`src/rtl/chroni_line_writer_if.sv`:
```
// Row request, pixel stream and line buffer write port of the line writer.
// Latency: n/a (signal bundle only).
// Backpressure: src_valid/src_ready handshake; the buffer write port has none.
//
// Signals:
//   row_start, row_index        writer -> renderer, begin row row_index
//   src_data, src_valid         renderer -> writer, pixel stream
//   src_ready                   writer -> renderer, pixel accepted when both high
//   buf_we, buf_addr, buf_data  writer -> line buffer, one write per accepted pixel
// Modports: master = renderer / line buffer side, slave = line writer.
interface chroni_line_writer_if #(
   parameter int ADDR_W = 11
);
   logic              row_start;
   logic [7:0]        row_index;
   logic [7:0]        src_data;
   logic              src_valid;
   logic              src_ready;
   logic              buf_we;
   logic [ADDR_W-1:0] buf_addr;
   logic [7:0]        buf_data;

   modport master (
      output src_data, src_valid,
      input  row_start, row_index, src_ready, buf_we, buf_addr, buf_data
   );

   modport slave (
      input  src_data, src_valid,
      output row_start, row_index, src_ready, buf_we, buf_addr, buf_data
   );
endinterface

```
`src/rtl/chroni_line_writer.sv`:
```
// Fills the VGA double line buffer one row at a time from an upstream pixel stream.
// Latency: line buffer write lands exactly 1 cycle after each accepted pixel.
// Backpressure: src_ready is high only while filling a row; late rows raise overrun.
//
// Ports:
//   sys_clk, reset_n      clock, asynchronous active-low reset
//   frame_start           pulse, abort rendering and clear overrun state
//   render_start          pulse, prime rows 0 and 1 into buffers 0 and 1
//   scanline_start        pulse, one per VGA line; P of them make one row period
//   pixel_scale           level, P = 4 when high, 2 when low (sampled at render_start)
//   lw (slave)            row request, pixel stream and line buffer write port
//   busy                  writer is not idle
//   overrun               sticky, a row period ended before its row was written
//   overrun_count         only with CHRONI_LINE_WRITER_OVERRUN_CNT_EN: saturating
//                         count of late row periods, cleared by frame_start
module chroni_line_writer #(
   parameter int LINE_WIDTH = 640,
   parameter int ROWS       = 240,
   parameter int ADDR_W     = 11
) (
   input  logic                sys_clk,
   input  logic                reset_n,
   input  logic                frame_start,
   input  logic                render_start,
   input  logic                scanline_start,
   input  logic                pixel_scale,
   chroni_line_writer_if.slave lw,
   output logic                busy,
   output logic                overrun
`ifdef CHRONI_LINE_WRITER_OVERRUN_CNT_EN
   ,
   output logic [7:0]          overrun_count
`endif
);

   localparam int                X_W       = (LINE_WIDTH > 1) ? $clog2(LINE_WIDTH) : 1;
   localparam logic [X_W-1:0]    X_LAST    = X_W'(LINE_WIDTH - 1);
   localparam logic [7:0]        ROW_END   = 8'(ROWS);
   localparam logic [ADDR_W-1:0] BUF1_BASE = ADDR_W'(LINE_WIDTH);

   typedef enum logic [1:0] {
      ST_IDLE,
      ST_START,
      ST_FILL,
      ST_WAIT
   } state_t;

   state_t            state;
   state_t            state_nxt;

   logic [X_W-1:0]    x;
   logic              wbuf;
   logic [7:0]        row;
   logic [7:0]        row_inc;
   logic [1:0]        sl_cnt;
   logic              scale_q;
   logic              pending;
   logic              pending_nxt;
   logic              prime;
   logic              prime_nxt;

   logic              buf_we_q;
   logic [ADDR_W-1:0] buf_addr_q;
   logic [7:0]        buf_data_q;

   logic              hs;
   logic              row_done;
   logic              sl_tick;
   logic              trig;
   logic              late_trig;
   logic              frame_clr;

   assign hs       = lw.src_valid && (state == ST_FILL);
   assign row_done = hs && (x == X_LAST);
   assign row_inc  = row + 8'd1;

   // A scanline that coincides with render_start is swallowed by the restart.
   assign sl_tick  = scanline_start && (state != ST_IDLE) && !render_start;
   assign trig     = sl_tick && (sl_cnt == (scale_q ? 2'd3 : 2'd1));

   // render_start outranks frame_start, so a combined pulse does not clear anything.
   assign frame_clr = frame_start && !render_start;

   // A period ending while a row is still being requested or filled is late.
   assign late_trig = trig && !frame_clr && ((state == ST_START) || (state == ST_FILL));

   always_ff @(posedge sys_clk or negedge reset_n) begin
      if (!reset_n) begin
         state <= ST_IDLE;
      end else begin
         state <= state_nxt;
      end
   end

   always_comb begin
      state_nxt   = state;
      pending_nxt = pending;
      prime_nxt   = prime;
      if (render_start) begin
         state_nxt   = ST_START;
         pending_nxt = 1'b0;
         prime_nxt   = 1'b1;
      end else if (frame_start) begin
         state_nxt   = ST_IDLE;
         pending_nxt = 1'b0;
      end else begin
         unique case (state)
            ST_IDLE: begin
               state_nxt = ST_IDLE;
            end
            ST_START: begin
               state_nxt = ST_FILL;
               if (trig) pending_nxt = 1'b1;
            end
            ST_FILL: begin
               if (trig) pending_nxt = 1'b1;
               if (row_done) begin
                  if (row_inc == ROW_END) begin
                     state_nxt = ST_IDLE;
                  end else if (prime) begin
                     // second priming row goes straight out; a late period stays pending
                     prime_nxt = 1'b0;
                     state_nxt = ST_START;
                  end else if (pending || trig) begin
                     // a period already ended during this row: start the next one now
                     pending_nxt = 1'b0;
                     state_nxt   = ST_START;
                  end else begin
                     state_nxt = ST_WAIT;
                  end
               end
            end
            ST_WAIT: begin
               if (trig) state_nxt = ST_START;
            end
            default: begin
               state_nxt = ST_IDLE;
            end
         endcase
      end
   end

   always_ff @(posedge sys_clk or negedge reset_n) begin
      if (!reset_n) begin
         x          <= '0;
         wbuf       <= 1'b0;
         row        <= 8'd0;
         sl_cnt     <= 2'd0;
         scale_q    <= 1'b0;
         pending    <= 1'b0;
         prime      <= 1'b0;
         overrun    <= 1'b0;
         buf_we_q   <= 1'b0;
         buf_addr_q <= '0;
         buf_data_q <= 8'd0;
      end else begin
         pending <= pending_nxt;
         prime   <= prime_nxt;

         // Every accepted pixel is written, even if a restart arrives alongside it.
         buf_we_q <= hs;
         if (hs) begin
            buf_addr_q <= (wbuf ? BUF1_BASE : '0) + ADDR_W'(x);
            buf_data_q <= lw.src_data;
         end

         if (render_start) begin
            row     <= 8'd0;
            wbuf    <= 1'b0;
            sl_cnt  <= 2'd0;
            scale_q <= pixel_scale;
         end else begin
            if (sl_tick) sl_cnt <= trig ? 2'd0 : sl_cnt + 2'd1;
            if (state == ST_START) begin
               x <= '0;
            end else if (hs) begin
               x <= row_done ? '0 : x + X_W'(1);
               if (row_done) begin
                  wbuf <= ~wbuf;
                  row  <= row_inc;
               end
            end
         end

         if (frame_clr) begin
            overrun <= 1'b0;
         end else if (late_trig) begin
            overrun <= 1'b1;
         end
      end
   end

`ifdef CHRONI_LINE_WRITER_OVERRUN_CNT_EN
   logic [7:0] ovr_cnt;

   always_ff @(posedge sys_clk or negedge reset_n) begin
      if (!reset_n) begin
         ovr_cnt <= 8'd0;
      end else if (frame_clr) begin
         ovr_cnt <= 8'd0;
      end else if (late_trig && (ovr_cnt != 8'hFF)) begin
         ovr_cnt <= ovr_cnt + 8'd1;
      end
   end

   assign overrun_count = ovr_cnt;
`endif

   assign lw.row_start = (state == ST_START);
   assign lw.row_index = row;
   assign lw.src_ready = (state == ST_FILL);
   assign lw.buf_we    = buf_we_q;
   assign lw.buf_addr  = buf_addr_q;
   assign lw.buf_data  = buf_data_q;
   assign busy         = (state != ST_IDLE);

endmodule

```
`src/flat_wrapper.sv`:
```
// flat-port wrapper written by rule: the top's interface ports become plain ports
module chroni_line_writer_flat 
#(
   parameter int LINE_WIDTH = 640,
   parameter int ROWS       = 240,
   parameter int ADDR_W     = 11
)
  (sys_clk, reset_n, frame_start, render_start, scanline_start, pixel_scale, busy, overrun, lw_src_data, lw_src_valid, lw_row_start, lw_row_index, lw_src_ready, lw_buf_we, lw_buf_addr, lw_buf_data);
  chroni_line_writer_if #(.ADDR_W(ADDR_W)) lw_i ();
  input  logic sys_clk;
  input  logic reset_n;
  input  logic frame_start;
  input  logic render_start;
  input  logic scanline_start;
  input  logic pixel_scale;
  output logic busy;
  output logic overrun;
  input wire logic [$bits(lw_i.src_data)-1:0] lw_src_data;
  input wire logic [$bits(lw_i.src_valid)-1:0] lw_src_valid;
  output wire logic [$bits(lw_i.row_start)-1:0] lw_row_start;
  output wire logic [$bits(lw_i.row_index)-1:0] lw_row_index;
  output wire logic [$bits(lw_i.src_ready)-1:0] lw_src_ready;
  output wire logic [$bits(lw_i.buf_we)-1:0] lw_buf_we;
  output wire logic [$bits(lw_i.buf_addr)-1:0] lw_buf_addr;
  output wire logic [$bits(lw_i.buf_data)-1:0] lw_buf_data;
  assign lw_i.src_data = lw_src_data;
  assign lw_i.src_valid = lw_src_valid;
  assign lw_row_start = lw_i.row_start;
  assign lw_row_index = lw_i.row_index;
  assign lw_src_ready = lw_i.src_ready;
  assign lw_buf_we = lw_i.buf_we;
  assign lw_buf_addr = lw_i.buf_addr;
  assign lw_buf_data = lw_i.buf_data;
  chroni_line_writer #(.LINE_WIDTH(LINE_WIDTH), .ROWS(ROWS), .ADDR_W(ADDR_W)) u_core (.sys_clk(sys_clk), .reset_n(reset_n), .frame_start(frame_start), .render_start(render_start), .scanline_start(scanline_start), .pixel_scale(pixel_scale), .lw(lw_i), .busy(busy), .overrun(overrun));
endmodule
```
`config.mk`:
```
export PLATFORM = sky130hd
export DESIGN_NAME = chroni_line_writer_flat
export DESIGN_NICKNAME = d
export VERILOG_FILES = /design/src/rtl/chroni_line_writer_if.sv /design/src/rtl/chroni_line_writer.sv /design/src/flat_wrapper.sv
export SDC_FILE = /design/constraint.sdc
export NUM_CORES = 1
export LEC_CHECK = 0
export BUFFER_PORTS_ARGS = -buffer_cell sky130_fd_sc_hd__buf_2
export CAP_MARGIN = 20
export CORE_MARGIN = 2
export CORE_UTILIZATION = 55
export CTS_BUF_LIST = sky130_fd_sc_hd__clkbuf_4 sky130_fd_sc_hd__clkbuf_8
export DETAILED_ROUTE_END_ITERATION = 8
export PLACE_DENSITY = 0.8
export SETUP_SLACK_MARGIN = 0.02
export SLEW_MARGIN = 20
export SYNTH_ARGS = -nofsm -noshare
export SYNTH_HDL_FRONTEND = slang
export SYNTH_SLANG_ARGS = --single-unit
```
`constraint.sdc`:
```
create_clock -name sys_clk -period 4.5 [get_ports sys_clk]
set_clock_uncertainty 0.2 [all_clocks]
set_input_delay 0.675 -clock sys_clk [delete_from_list [all_inputs] [get_ports sys_clk]]
set_output_delay 0.675 -clock sys_clk [all_outputs]
set_load 0.01 [all_outputs]
```
==> results.toml, run 1 <==
[clock_tree]
clk_pin_slew_ns = 0.08
clock_sinks = 47
cts_tree = "built"
post_cts.repair.setup_buffers = 0
clock_path_buffers = 2
clock_insertion_delay_worst_skew_ns = 0.29
root_buffer = "clkbuf_8"
cts_hold_buf = 0
cts_made_buffers = 5
cts-htree-levels = 2
cts_resized = 0

[layout]
drive_gt1_frac = 0.2857
syn_to_final_growth_pct = 15.53
design_area_sq_um = 2634
seq_area_sq_um = 1176
instances_no_fill = 309
multi_input_area_sq_um = 1037
nFillCells = 347
diodes = 0
finalNetCount = 283

[worst_setup_path]
start_kind = "flip-flop"
crit_arrival_ns = 2.89
critical_path_class = "reg -> reg"
end_kind = "flip-flop"
crit_fanout = 25
critPathRequiredTime_ns = 4.47

[yosys]
synth.largest_area_cell = "dfrtp_1"
synth-async-reset-ratio = 1.000
synth_common_cells = "47 x dfrtp_1, 27 x nor2_1, 16 x mux2_2, 16 x nand2_1, 10 x inv_1"
ys_seq_elements = 47
yosysSeqAreaShare = 0.5159
yosys-top-cells-area = "dfrtp_1 52%, mux2_2 7.9%, ha_1 4.9%, nor2_1 4.4%, xnor2_1 3.5%"
synth_most_common_cell = "dfrtp_1"
synth-main-ff-cell = "dfrtp_1"
syn-instance-count = 213
syn_area_sq_um = 2280
syn_area_per_cell_sq_um = 10.70
ys_types = 36
synth_edf_count = 0
synth_warnings = 0
netlist.area_leader.share = 0.5159
synth_fp_nets = 237

[floorplan]
start_util = 0.5699
rows = 23
dieWidth_um = 68.38
die_area_sq_um = 4676
die_h_um = 68.38
core_area_sq_um = 4000
ios = 47

[outcome]
run_status = "complete, no violations"

[global_routing]
grt_usage = 0.2097
grt_overflow_total = 0
grt_util_met3 = 0.04112
grt_busiest_layer = "met2"
grt_pass1_wl_um = 7176
grt_pass1_vias = 1630
use_met1 = 0.2476
met2_usage = 0.3714
grt_start_max_net_pins = 48
antenna_found_initial = 0

[power]
cellPowerDensity_nw_per_um2 = 331.4
vdd_drop_max_mv = 0.2418
p_leak_nw = 1.323

[route]
wl_per_cell_um = 13.69
drc = 0
routed-via-count = 1649
finalWirelength_um = 4231
drt_iter0_drc = 99
ant_nets = 0
drt_pass1_iterations = 4
viasPerCell = 5.337

[place]
gp_congestion = 0.8134
dpl_cell_area_sq_um = 2544
placed_cells = 302
dp_hpwl_um = 3082
numPortBuffers = 46

[timing]
rsz0062_at_grt = "false"
setup_viol = 0
hold_viol_final = 0
min_period_over_period = 0.6494
period_minus_slack_ns = 2.922
maxSlewViolCount = 0
worst_pin_slew_ns = 0.9027
setup_tns_ns = 0
fmax_mhz = 342.2
timing.slew.headroom = 0.3968

[hold_path]
holdCritPathClass = "in -> async"

[run]
drv_cap = 0
## final cells by class
type,instances,area share
well taps,50,0.02375
multi-input cells,149,0.3938
clock inverters,1,0.001900
clock buffers,6,0.03135
inverters,10,0.01425
flip-flops and latches,47,0.4466
repair buffers,46,0.08836
## worst max-delay path, stage by stage, from the launching register on
cell and delay [ns]:
dfrtp_1 0.42, inv_1 0.11, ha_1 0.30, nand2_1 0.58
nor4_2 0.61, nor2_1 0.10, nor2_1 0.36, nor2_1 0.10
## final timing paths
kind | start | endpoint | slack (ns) | depth (start not counted)
setup / recovery | u_core.state[0] | u_core.x[4] | 1.58 | 7
hold / removal | reset_n | u_core.lw.buf_addr[9] | 0.17 | 1
setup reg to reg | u_core.state[0] | u_core.x[4] | 1.58 | 7
hold reg to reg | u_core.lw.buf_addr[9] | u_core.lw.buf_addr[9] | 0.28 | 2
max in group asynchronous | reset_n | u_core.lw.buf_addr[0] | 3.53 | 1
min in group sys_clk | u_core.lw.buf_addr[9] | u_core.lw.buf_addr[9] | 0.28 | 2
## report_power, final
group          leakage (nW)  total, mW  internal [mW]  switching (mW)
Combinational         0.647      0.137         0.0643          0.0725
Sequential            0.629      0.486          0.462          0.0239
Clock                0.0470      0.250          0.121           0.129
## through the flow
stage | utilization | hold slack, ns | setup WS [ns] | total power, mW
after floorplan | - | 0.1794 | 2.338 | 0.5726
after global placement | 0.6359 | 0.2569 | 1.666 | 0.6283
after detailed placement | 0.6359 | 0.2690 | 1.544 | 0.6341
after CTS | 0.6578 | 0.2870 | 1.536 | 0.8822
after global routing | 0.6584 | 0.2252 | 1.243 | 0.9183
final | 0.6584 | 0.1747 | 1.578 | 0.8728
## sequential cells by signal (all words and copies together) (netlist names)
name,flops
u_core.lw.buf_addr,11
u_core.x,10
u_core.lw.buf_data,8
u_core.lw.row_index,8
u_core.sl_cnt,2
u_core.state,2
u_core.lw.buf_we,1
u_core.overrun,1
u_core.pending,1
u_core.prime,1
u_core.scale_q,1
u_core.wbuf,1
## cells by family after synthesis
kind of cell | Yosys count | share of synthesized area
AND/OR/NAND/NOR | 85 | 0.2003
multiplexers | 19 | 0.09221
flip-flops | 47 | 0.5159
buffers and inverters | 17 | 0.02909
AO/OA/AOI/OAI | 18 | 0.04391
XOR/XNOR | 18 | 0.06916
adder cells (fa/ha/maj) | 9 | 0.04940
## layer usage
layer	vias up	wire length (um)
met3	7	160
met1	790	1869
li1	816	-
met2	36	2139
met4	0	61
met5	-	0
## placed cells by master (no fill, tap or decap), drive strengths merged, types with 8 or more instances in the layout
cell   synthesis  final
nand3          8      8
xor2           9      9
nor2          27     27
dfrtp         47     47
xnor2          9      9
inv           10     10
nand2         16     16
buf            2     46
mux2          16     16
ha             9      9
No activity file was read; power rests on OpenSTA's default activity.
==> run 2, diff against run 1 <==
Settings changed: CORE_UTILIZATION 55 to 51, PLACE_DENSITY 0.8 to 0.78.
Clock period 4.5 ns to 2.6 ns, I/O delays scaled along.
==> run 2 against run 1 <==
Against the previous run:
- clock power up 110%
- sequential cell count unchanged
- total power up 84%
- core utilization down 3.4 points
- sequential share of layout area down 1.1 points
- setup slack worse by 1.2 ns
- first-iteration DRC count up 38%
- largest cell class unchanged
- highest routed layer unchanged
==> results.toml, run 2 (same netlist as run 1, synthesis figures left out) <==
[outcome]
run_status = "complete, no violations"

[place]
gp_congestion = 0.8734
dp_hpwl_um = 3115
numPortBuffers = 46

[timing]
timing.slew.headroom = 0.5961
setup_tns_ns = 0
fmax_mhz = 444.4
period_minus_slack_ns = 2.250
min_period_over_period = 0.8655
worst_pin_slew_ns = 0.6013
setup_viol = 0
rsz0062_at_grt = "false"
maxSlewViolCount = 0
hold_viol_final = 0

[route]
ant_nets = 0
wl_met2_um = 2080
drc = 0
met3_length_um = 199
viasPerCell = 5.297
wl_per_cell_um = 13.49
top_layer_used = "met4"
finalWirelength_um = 4277
drt_iter0_drc = 137
drt_pass1_iterations = 4
routedLengthMet1_um = 1926
routed-via-count = 1679

[floorplan]
core_area_sq_um = 4324
die_h_um = 70.86
die_area_sq_um = 5020
ios = 47
start_util = 0.5272
rows = 24
dieWidth_um = 70.86

[power]
cellPowerDensity_nw_per_um2 = 595.3
total_power_mw = 1.607
vdd_drop_max_mv = 0.3143
p_leak_nw = 1.356

[worst_setup_path]
cpPeakStageDelay_ns = 0.45
cp_slowest_cell = "nor3_1"
crit_arrival_ns = 2.27
cp.buffers_inverters = 1
start_kind = "flip-flop"
critical_path_class = "reg -> reg"
end_kind = "flip-flop"
crit_fanout = 6
critPathRequiredTime_ns = 2.62
crit_family = "simple AND/OR/NAND/NOR gates"
path_cells = "inv_1 > ha_1 > nand3b_1 > nor3_1 > o22ai_1 > nor3b_1 > a31oi_1"

[clock_tree]
cts-htree-levels = 2
post_cts.repair.setup_buffers = 0
clock_sinks = 47
clock_path_buffers = 2
clk_pin_slew_ns = 0.08
cts_made_buffers = 5
cts_tree = "built"
root_buffer = "clkbuf_8"
clock_insertion_delay_worst_skew_ns = 0.30

[global_routing]
grt_overflow_total = 0
grt_pass1_vias = 1556
grt_pass1_wl_um = 7383
grt_usage = 0.1871
antenna_found_initial = 0
grt_start_max_net_pins = 29

[layout]
most-common-layout-cells = "47 x dfrtp_1, 46 x buf_2, 27 x nor2_1"
mostFrequentLayoutCell = "dfrtp_1"
syn_to_final_growth_pct = 18.39
finalNetCount = 288
diodes = 0
drive_gt1_frac = 0.2981
largest_reg_flops = 11

[run]
drv_cap = 0

[hold_path]
holdCritPathClass = "in -> reg"
-- run 2: changes by cell type in the layout (fill, tap and decap cells not counted), sizes merged --
cell	before	now
buf	46	50
dlygate4sd3	0	1
clkbuf	6	5
bufinv	0	1
clkinv	1	2
-- run 2: layout make-up --
cell class,count,area [sq um]
Inverter,10,37.54
Sequential cell,47,1176
Clock inverter,3,43.79
Clock buffer,5,68.82
Timing Repair Buffer,51,270.3
Multi-Input combinational cell,149,1037
Fill cell,372,1625
Tap cell,52,65.06
-- run 2: power breakdown --
group	total, mW	switching [mW]	internal [mW]
Sequential	0.842	0.0423	0.800
Combinational	0.242	0.127	0.115
Clock	0.523	0.237	0.286
-- run 2: worst register-to-register path: cells and delay by family, from the launching register on --
family / cells / cell delay [ns]
compound gates: 2 / 0.37
fa+ha+maj: 1 / 0.23
simple gates: 3 / 0.86
buf+inv: 1 / 0.09
flops: 1 / 0.43
-- run 2: path summary, 6_finish.rpt --
check	from	to	slack [ns]	depth (start not counted)
hold / removal	frame_start	u_core.overrun	0.1	2
max in group asynchronous	reset_n	u_core.x[0]	1.17	3
setup reg to reg	u_core.state[1]	u_core.state[0]	0.35	7
setup / recovery	u_core.state[1]	u_core.state[0]	0.35	7
hold reg to reg	u_core.lw.buf_addr[2]	u_core.lw.buf_addr[2]	0.28	2
min in group asynchronous	reset_n	u_core.lw.buf_we	0.43	2
-- run 2: routing by layer --
metal,up-vias,global-route usage
met2,40,0.2949
li1,825,-
met5,-,0
met4,0,0.06709
met3,9,0.05128
met1,805,0.2505
-- run 2: through the flow --
step,setup slack [ns],instances,hold slack (ns),area [sq um],util
final,0.3496,317,0.09892,2699,0.6241
after global routing,0.1154,317,0.09245,2699,0.6241
after CTS,0.3373,317,0.08934,2699,0.6241
after detailed placement,0.3612,308,0.2314,2576,0.5958
after global placement,0.3934,308,0.2267,2576,0.5958
after floorplan,0.4379,213,-0.1056,2280,-
-- run 2: repair_timing --
action | in CTS | in global routing
gates resized for setup | 0 | 0
hold buffers | 1 | 0
hold endpoints to repair | 26 | 0
